`config.mk`:
```
export PLATFORM = sky130hd
export DESIGN_NAME = bcd_mmss_countdown
export DESIGN_NICKNAME = d
export VERILOG_FILES = /design/src/rtl/mw_timer_pkg.sv /design/src/rtl/bcd_digit_dn.sv /design/src/rtl/bcd_mmss_countdown.sv
export SDC_FILE = /design/constraint.sdc
export NUM_CORES = 1
export LEC_CHECK = 0
export ABC_CLOCK_PERIOD_IN_PS = 3100
export CAP_MARGIN = 0
export CELL_PAD_IN_SITES_DETAIL_PLACEMENT = 0
export CELL_PAD_IN_SITES_GLOBAL_PLACEMENT = 1
export CORE_MARGIN = 2
export CORE_UTILIZATION = 38
export DETAILED_ROUTE_END_ITERATION = 10
export PLACE_DENSITY = 0.85
export SKIP_LAST_GASP = 1
export SYNTH_ARGS = -nofsm -noshare
export SYNTH_HDL_FRONTEND = slang
export SYNTH_SLANG_ARGS = --single-unit
```
`constraint.sdc`:
```
create_clock -name clock -period 3.1 [get_ports clock]
set_clock_uncertainty 0.2 [all_clocks]
set_input_delay 0.775 -clock clock [delete_from_list [all_inputs] [get_ports clock]]
set_output_delay 0.775 -clock clock [all_outputs]
set_load 0.05 [all_outputs]
```
`src/rtl/mw_timer_pkg.sv`:
```
// Shared types and constants for the microwave timer datapath.
package mw_timer_pkg;

  localparam int unsigned BCD_W = 4;

  typedef logic [BCD_W-1:0] bcd_t;

  localparam bcd_t BCD_MAX      = 4'd9;
  localparam bcd_t SEC_TENS_MAX = 4'd5;
  localparam bcd_t ADD30_TENS   = 4'd3;

endpackage

```
`src/rtl/bcd_digit_dn.sv`:
```
// One BCD down-counting digit of the timer borrow chain.
//   clock, clr     : clock, async active-high clear
//   ld, ld_val     : parallel load (wins over borrow_in)
//   borrow_in      : decrement this digit this cycle
//   q              : registered digit value
//   borrow_out_c   : combinational, digit wraps and borrows from the next one
module bcd_digit_dn
  import mw_timer_pkg::*;
#(
  parameter bcd_t WRAP = BCD_MAX
) (
  input  logic clock,
  input  logic clr,
  input  logic ld,
  input  bcd_t ld_val,
  input  logic borrow_in,
  output bcd_t q,
  output logic borrow_out_c
);

  assign borrow_out_c = borrow_in && (q == '0);

  // Digit register: load, else decrement with wrap to WRAP.
  always_ff @(posedge clock or posedge clr) begin
    if (clr) begin
      q <= '0;
    end else if (ld) begin
      q <= ld_val;
    end else if (borrow_in) begin
      q <= (q == '0) ? WRAP : q - 4'd1;
    end
  end

endmodule

```
`src/rtl/bcd_mmss_countdown.sv`:
```
// BCD minutes/seconds countdown timer with keypad shift-in and add-30s.
//   clock, clr     : clock, async active-high clear
//   load, data     : shift a BCD keypad digit in (data > 9 ignored)
//   enable         : count down while high, pause when low
//   add30          : add 30 seconds (ignored when sec_tens > 5)
//   sec_ones/tens  : seconds digits
//   mins           : minute digits, least-significant in [3:0]
//   zero           : combinational, all digits zero
//   done           : one-cycle pulse after the decrement that reaches zero
module bcd_mmss_countdown
  import mw_timer_pkg::*;
#(
  parameter int unsigned MIN_DIGITS = 1,
  parameter int unsigned TICK_DIV   = 1
) (
  input  logic                    clock,
  input  logic                    clr,
  input  logic                    load,
  input  logic [3:0]              data,
  input  logic                    enable,
  input  logic                    add30,
  output logic [3:0]              sec_ones,
  output logic [3:0]              sec_tens,
  output logic [4*MIN_DIGITS-1:0] mins,
  output logic                    zero,
  output logic                    done
);

  localparam int unsigned N_DIG = 2 + MIN_DIGITS;
  localparam int unsigned PRE_W = (TICK_DIV > 1) ? $clog2(TICK_DIV) : 1;
  localparam logic [PRE_W-1:0] PRE_LAST = PRE_W'(TICK_DIV - 1);

  // Digit index 0 = sec_ones, 1 = sec_tens, 2.. = minutes (LSD first).
  bcd_t             dig_q  [N_DIG];
  bcd_t             ld_val [N_DIG];
  logic             dig_ld;
  logic [N_DIG:0]   borrow;
  logic [PRE_W-1:0] presc;
  logic             load_ok;
  logic             add_ok;
  logic             advance;
  logic             tick;
  logic             upper_zero;
  logic             add_carry;
  bcd_t             tens_sum;

  assign load_ok  = load && (data <= BCD_MAX);
  assign add_ok   = !load && add30 && (dig_q[1] <= SEC_TENS_MAX);
  // Any load/add30 request consumes the cycle, even when it is ignored.
  assign advance  = enable && !zero && !load && !add30;
  assign tick     = advance && (presc == PRE_LAST);
  assign tens_sum = dig_q[1] + ADD30_TENS;

  // Zero detection over all digits.
  always_comb begin
    upper_zero = 1'b1;
    for (int unsigned i = 1; i < N_DIG; i++) begin
      if (dig_q[i] != '0) upper_zero = 1'b0;
    end
  end

  assign zero = upper_zero && (dig_q[0] == '0);

  // Parallel load values for keypad shift and add-30 with minute carry.
  always_comb begin
    dig_ld    = 1'b0;
    add_carry = 1'b0;
    for (int unsigned i = 0; i < N_DIG; i++) ld_val[i] = dig_q[i];
    if (load_ok) begin
      dig_ld    = 1'b1;
      ld_val[0] = data;
      for (int unsigned i = 1; i < N_DIG; i++) ld_val[i] = dig_q[i-1];
    end else if (add_ok) begin
      dig_ld = 1'b1;
      if (tens_sum >= 4'd6) begin
        ld_val[1] = tens_sum - 4'd6;
        add_carry = 1'b1;
        for (int unsigned k = 2; k < N_DIG; k++) begin
          if (add_carry) begin
            if (dig_q[k] == BCD_MAX) begin
              ld_val[k] = '0;
            end else begin
              ld_val[k] = dig_q[k] + 4'd1;
              add_carry = 1'b0;
            end
          end
        end
        // Carry out of the top minute digit saturates at the maximum time.
        if (add_carry) begin
          ld_val[0] = BCD_MAX;
          ld_val[1] = SEC_TENS_MAX;
          for (int unsigned k = 2; k < N_DIG; k++) ld_val[k] = BCD_MAX;
        end
      end else begin
        ld_val[1] = tens_sum;
      end
    end
  end

  assign borrow[0] = tick;

  // Digit chain; sec_tens wraps to 5, every other digit to 9.
  for (genvar i = 0; i < N_DIG; i++) begin : g_dig
    bcd_digit_dn #(
      .WRAP((i == 1) ? SEC_TENS_MAX : BCD_MAX)
    ) u_dig (
      .clock       (clock),
      .clr         (clr),
      .ld          (dig_ld),
      .ld_val      (ld_val[i]),
      .borrow_in   (borrow[i]),
      .q           (dig_q[i]),
      .borrow_out_c(borrow[i+1])
    );
  end

  assign sec_ones = dig_q[0];
  assign sec_tens = dig_q[1];
  for (genvar k = 0; k < MIN_DIGITS; k++) begin : g_mins
    assign mins[4*k +: 4] = dig_q[k+2];
  end

  // Prescaler: restarts on load/add30, holds while paused or at zero.
  always_ff @(posedge clock or posedge clr) begin
    if (clr) begin
      presc <= '0;
    end else if (load_ok || add_ok) begin
      presc <= '0;
    end else if (advance) begin
      presc <= (presc == PRE_LAST) ? '0 : presc + PRE_W'(1);
    end
  end

  // Done pulses when the decrement lands on 0:00 (value was 0:01).
  always_ff @(posedge clock or posedge clr) begin
    if (clr) begin
      done <= 1'b0;
    end else begin
      done <= tick && upper_zero && (dig_q[0] == 4'd1);
    end
  end

  // A decrement is never issued at zero, so the chain can never underflow.
  assert property (@(posedge clock) disable iff (clr) !borrow[N_DIG]);

endmodule

```
# [Yosys cells after proc, flatten, opt, wreduce, memory -nomap -nowiden]
# Index checks and enable logic that the tools add are counted.
# W data, S select, Z words.
[word_totals] reg_bits=14 inputBits=9 out_inout_bits=14 word_cells=76
[classes] n_addsub=7 n_lt_le_gt_ge=3 n_eq_ne=5 muxes=27 bitwise_logic=1 reduce_logical=28
[op_table] operator="$mux W4" count=13
[op_table] operator="$mux W12" count=3
[op_table] operator="$logic_and A1 B1 Y1" count=12
[op_table] operator="$logic_not A4 Y1" count=3
[op_table] operator="$sub A4 B1 Y4 const B" count=3
[op_table] operator="$mux W1" count=11
[op_table] operator="$ne A3 B1 Y1 const B" count=3
[op_table] operator="$reduce_bool A2 Y1" count=4
[op_table] operator="$reduce_bool A4 Y1" count=2
[op_table] operator="$add A4 B1 Y4 const B" count=1
[op_table] operator="$add A4 B2 Y4 const B" count=1
[op_table] operator="$eq A4 B1 Y1 const B" count=1
[op_table] operator="$eq A4 B4 Y1 const B" count=1
[op_table] operator="$ge A4 B3 Y1 const B" count=1
[op_table] operator="$le A4 B3 Y1 const B" count=1
[op_table] operator="$le A4 B4 Y1 const B" count=1
[op_table] operator="$reduce_and A4 Y1" count=1
[op_table] operator="$sub A4 B3 Y4 const B" count=1
[op_table] operator="$logic_not A1 Y1" count=3
[op_table] operator="$reduce_and A3 Y1" count=1
[op_table] operator="$reduce_and A2 Y1" count=1
[op_table] operator="$add A1 B1 Y1 const B" count=1
[op_table] operator="$logic_or A1 B1 Y1" count=1
[op_table] operator="$not A1 Y1" count=1

# [Logic depth before layout (Yosys ltp)]
[depth] depth_word=13 mapped_depth=8 ltp_nobuf=8

# [Hierarchy]
# A second synthesis with hierarchy kept.
[hier_totals] cells_unflattened=164 hier_area_um2=1338.8
[by_module_without_submodules] module="bcd_mmss_countdown" n_inst=1 cells_each=96 area_per_inst_um2=685.7 seq_area_each_um2=25.0
[by_module_without_submodules] module="bcd_digit_dn at g_dig[0].u_dig ..." n_inst=2 cells_each=23 area_per_inst_um2=226.5 seq_area_each_um2=100.1
[by_module_without_submodules] module="bcd_digit_dn at g_dig[1].u_dig" n_inst=1 cells_each=22 area_per_inst_um2=200.2 seq_area_each_um2=100.1

# [Worst setup path before layout]
# No wires, ideal clock.
[synth_timing] path_type="reg2out" startpoint="register g_dig[1].u_dig.q[0]" endpoint="output port zero" t_arrival_ns=2.411 slack_ns=-0.286 path_stages_with_launch=6 path_buffers=0 path_cell_list="dfrtp_1 > inv_1 > ha_1 > or3b_1 > or2_2 > nor2_1"
[synth_between] elab_chain_cells=4
[synth_rtl] element="start: declaration" line="bcd_digit_dn.sv:17" rtl="output bcd_t q,"
[synth_rtl] element="start signal: assignment" line="bcd_digit_dn.sv:28" rtl="q <= ld_val;"
[synth_rtl] element="start signal: assignment" line="bcd_digit_dn.sv:30" rtl="q <= (q == '0) ? WRAP : q - 4'd1;"
[synth_rtl] element="$reduce_bool A4 Y1" line="bcd_mmss_countdown.sv:58" rtl="if (dig_q[i] != '0) upper_zero = 1'b0;"
[synth_rtl] element="$mux W1 (2 in series)" line="bcd_mmss_countdown.sv:58"
[synth_rtl] element="$logic_and A1 B1 Y1" line="bcd_mmss_countdown.sv:62" rtl="assign zero = upper_zero && (dig_q[0] == '0);"
[synth_rtl] element="end: declaration" line="bcd_mmss_countdown.sv:25" rtl="output logic zero,"
# No other way between the ends.

# [Worst setup path after layout]
[layout_timing] startpoint="register g_dig[1].u_dig.q[1]" endpoint="output port zero"
# The elaborated chain is that of the path after synthesis.

==> results by group <==
Clock network
  – Skew-Pair Late Insertion Delay: 290 ps
  – Clock tree from TritonCTS: yes
  – Root buf cell: clkbuf_4
  – Clock Tree Buf Depth: 2
  – H-Tree Level Count: 1
  – Hold Buf Count CTS: 0
  – CTS Sinks: 13
  – Clk pin slew, worst setup/hold paths: 90 ps
  – CTS buffer count: 3

Pwr
  – PwrDens: 1150 mW/mm²
  – Pwr Total: around 1.8 mW
  – Peak supply drop: approximately 0.00059 V
  – P_leak: around 0.59 nW

Synth
  – Yosys top cell by area: dfrtp_1
  – Cell variety after synth: 53
  – Top cells by count, synth: nand2_1 (16), nor2_1 (15), dfrtp_1 (13)
  – Area contributors post-synth: dfrtp_1 (26%), o21ai_0 (4.9%), nand2_1 (4.9%), nor2_1 (4.6%), ha_1 (4.1%)
  – Synth top area share: a little over a quarter
  – Synthesized instance count: around 150
  – Synthesized area per cell: between 8 and 9 µm²
  – Xor and xnor area share after synthesis: approximately 2.7%
  – Synth async-reset ratio: 100%
  – Multiplexer area fraction after synthesis: 2.74%
  – Synth Cell Area: 0.00123 mm²
  – Mapped Nets: 160
  – Largest family of logic cells by synthesized area: simple AND/OR/NAND/NOR gates
  – Most common cell in the netlist: nand2_1
  – Synthesized flop and latch total: 13
  – Post-synth EDFFs: 0
  – Main synth FF type: dfrtp_1
  – Ys Warns: 0
  – Simple-Gate Fraction of Synth Area: 28.9%
  – Adder-cell share of the synthesized area: 4.06%
  – Sequential share of the synthesized area: 26.4%
  – Post-synthesis compound-gate area fraction: between 20% and 30%

Detailed routing
  – DR iter-0 viols: approximately 100
  – Via density: 5.52
  – Routed Antenna Nets: 0
  – WL met1: ~1500 µm
  – WL met3: roughly 140 µm
  – Wirelength per Cell: 14.6 µm
  – DRC viols: 0
  – Pre-antenna DRT Iters: 4
  – Met2 Routed Length: 1560 µm
  – Top sig layer: met4
  – Via count: between 1000 and 1500
  – Drt total wl: between 3000 and 4000 µm

Global routing
  – Vias in the first global route: 1109
  – Largest net degree at the start of global routing: 14
  – Initial antenna violation count: 0
  – Total GRT Usage: between 10% and 20%
  – Total grt overflow: 0
  – First-pass GRT wire length: 5240 µm

Place
  – DP Cell Count: 211
  – DP Wirelength: 2400 µm
  – Port bufs: 22
  – Final RePlAce weighted congestion: around 0.89

Timing
  – Final setup TNS: 0 ps
  – # setup viols final: 0
  – Fmax: 338 MHz
  – Fin crit period: 2960 ps
  – Relative slew slack: 44.7%
  – Final slew viol count: 0
  – Tcrit/Tclk final: 95.6%
  – Unrepaired setup endpoints after global routing: false
  – Worst Tran Pin Value: 822 ps
  – Fin. Hold Viols: 0

Worst hold path
  – Min-Delay Endpoint: g_dig[0].u_dig.q[3]
  – Hold Path Depth: 1
  – Hold Crit Start: g_dig[0].u_dig.q[3]
  – Hold crit path type: reg2reg

Worst setup path
  – Reg2reg end: g_dig[1].u_dig.q[0]
  – Worst reg2reg path depth: 7
  – Critical path class: reg2out
  – Required time worst endpoint: around 2100 ps
  – R2r startpoint: g_dig[1].u_dig.q[0]
  – Critical path arrival: 1990 ps
  – CP endpoint kind: output pin
  – Max FO, Critical Path: 5
  – Reg2reg setup slack: 660 ps
  – CP Launch Type: register

Die
  – Core area: 0.00308 mm²
  – Die area: 0.00372 mm²
  – Initial core utilization: 40.1%
  – FP Rows: 20
  – I/O pin count: 23
  – Die Wd: around 60 µm
  – Die height: 61.0 µm

Finish
  – Antenna Cells: 0
  – Final Net Count: approximately 190
  – Layout fillers: 300
  – Synth-to-layout area growth: 25.7%
  – Final Util: 50.4%
  – Final cell count without fillers: 217
  – Layout cells sized above 1: between 10% and 20%

Flow run
  – Max-cap violation count: 0

Run status
  – Status: completed
## state kept, by name, indices dropped and copies added (netlist names)
register and cells:
done 1, g_dig.u_dig.q 12
## where the power goes
part	switching, mW	internal, mW
clock network	0.0638	0.0480
logic	0.776	0.504
registers	0.144	0.247
total	0.985	0.798
## cell type report
cell class | instances | area, µm² | share of cell area [%]
clock buffer | 3 | 22.5 | 1.45
clock inverter | 1 | 5.00 | 0.323
inverter | 6 | 22.5 | 1.45
multi-input combinational | 119 | 821 | 52.9
sequential | 13 | 327 | 21.1
tap | 44 | 55.1 | 3.55
timing repair buffer | 31 | 298 | 19.2
## metrics by stage
step	hold slack, ps	setup slack, ps	cell area (µm²)
after floorplan	452	74.5	1240
after global placement	396	185	1510
after detailed placement	416	139	1510
after CTS	449	64.1	1530
after global routing	466	36.6	1550
final	449	138	1550
## critical path, cell delays in order (launching register included)
cell	delay, ps
dfrtp_2	440
inv_1	80
ha_1	160
or3b_1	410
or2_2	360
nor2_4	110
buf_12	140
## cell families after synthesis
family / after synthesis
XOR/XNOR: 3
buffers and inverters: 15
adder cells (fa/ha/maj): 4
multiplexers: 3
flip-flops: 13
AND/OR/NAND/NOR: 62
AO/OA/AOI/OAI: 47
## worst max-delay path by stage
stage / startpoint / endpoint / slack (ps) / cells past startpoint
after detailed placement: load / g_dig[0].u_dig.q[1] / 140 / 6
after global placement: load / g_dig[2].u_dig.q[0] / 180 / 5
after global routing: g_dig[1].u_dig.q[1] / zero / 40 / 6
after floorplan: g_dig[1].u_dig.q[0] / zero / 70 / 5
final: g_dig[1].u_dig.q[1] / zero / 140 / 6
after CTS: g_dig[1].u_dig.q[1] / zero / 60 / 6
## repair_timing
item                       CTS  global route
gates resized for setup      0             1
setup endpoints to repair    0             1
buffers inserted             0             2
## metal layers
| metal | up-vias | GRT usage (%) |
|---|---|---|
| li1 | 601 | - |
| met1 | 561 | 25.2 |
| met2 | 33 | 31.2 |
| met3 | 2 | 4.48 |
| met4 | 0 | 4.04 |
| met5 | - | 0 |
## placed cells by master (no fill, tap or decap), types with 3 or more instances in the layout
cell type	n
nor3_1	4
a22oi_1	3
nor3b_1	5
ha_1	4
dfrtp_1	12
inv_1	6
clkdlybuf4s50_1	21
nand2_1	16
o21ai_0	12
buf_4	9
mux2_2	3
a31oi_1	5
a21oi_1	5
nand3_1	5
clkbuf_4	3
nor2_1	14
Power figures use the tool's default switching activity.
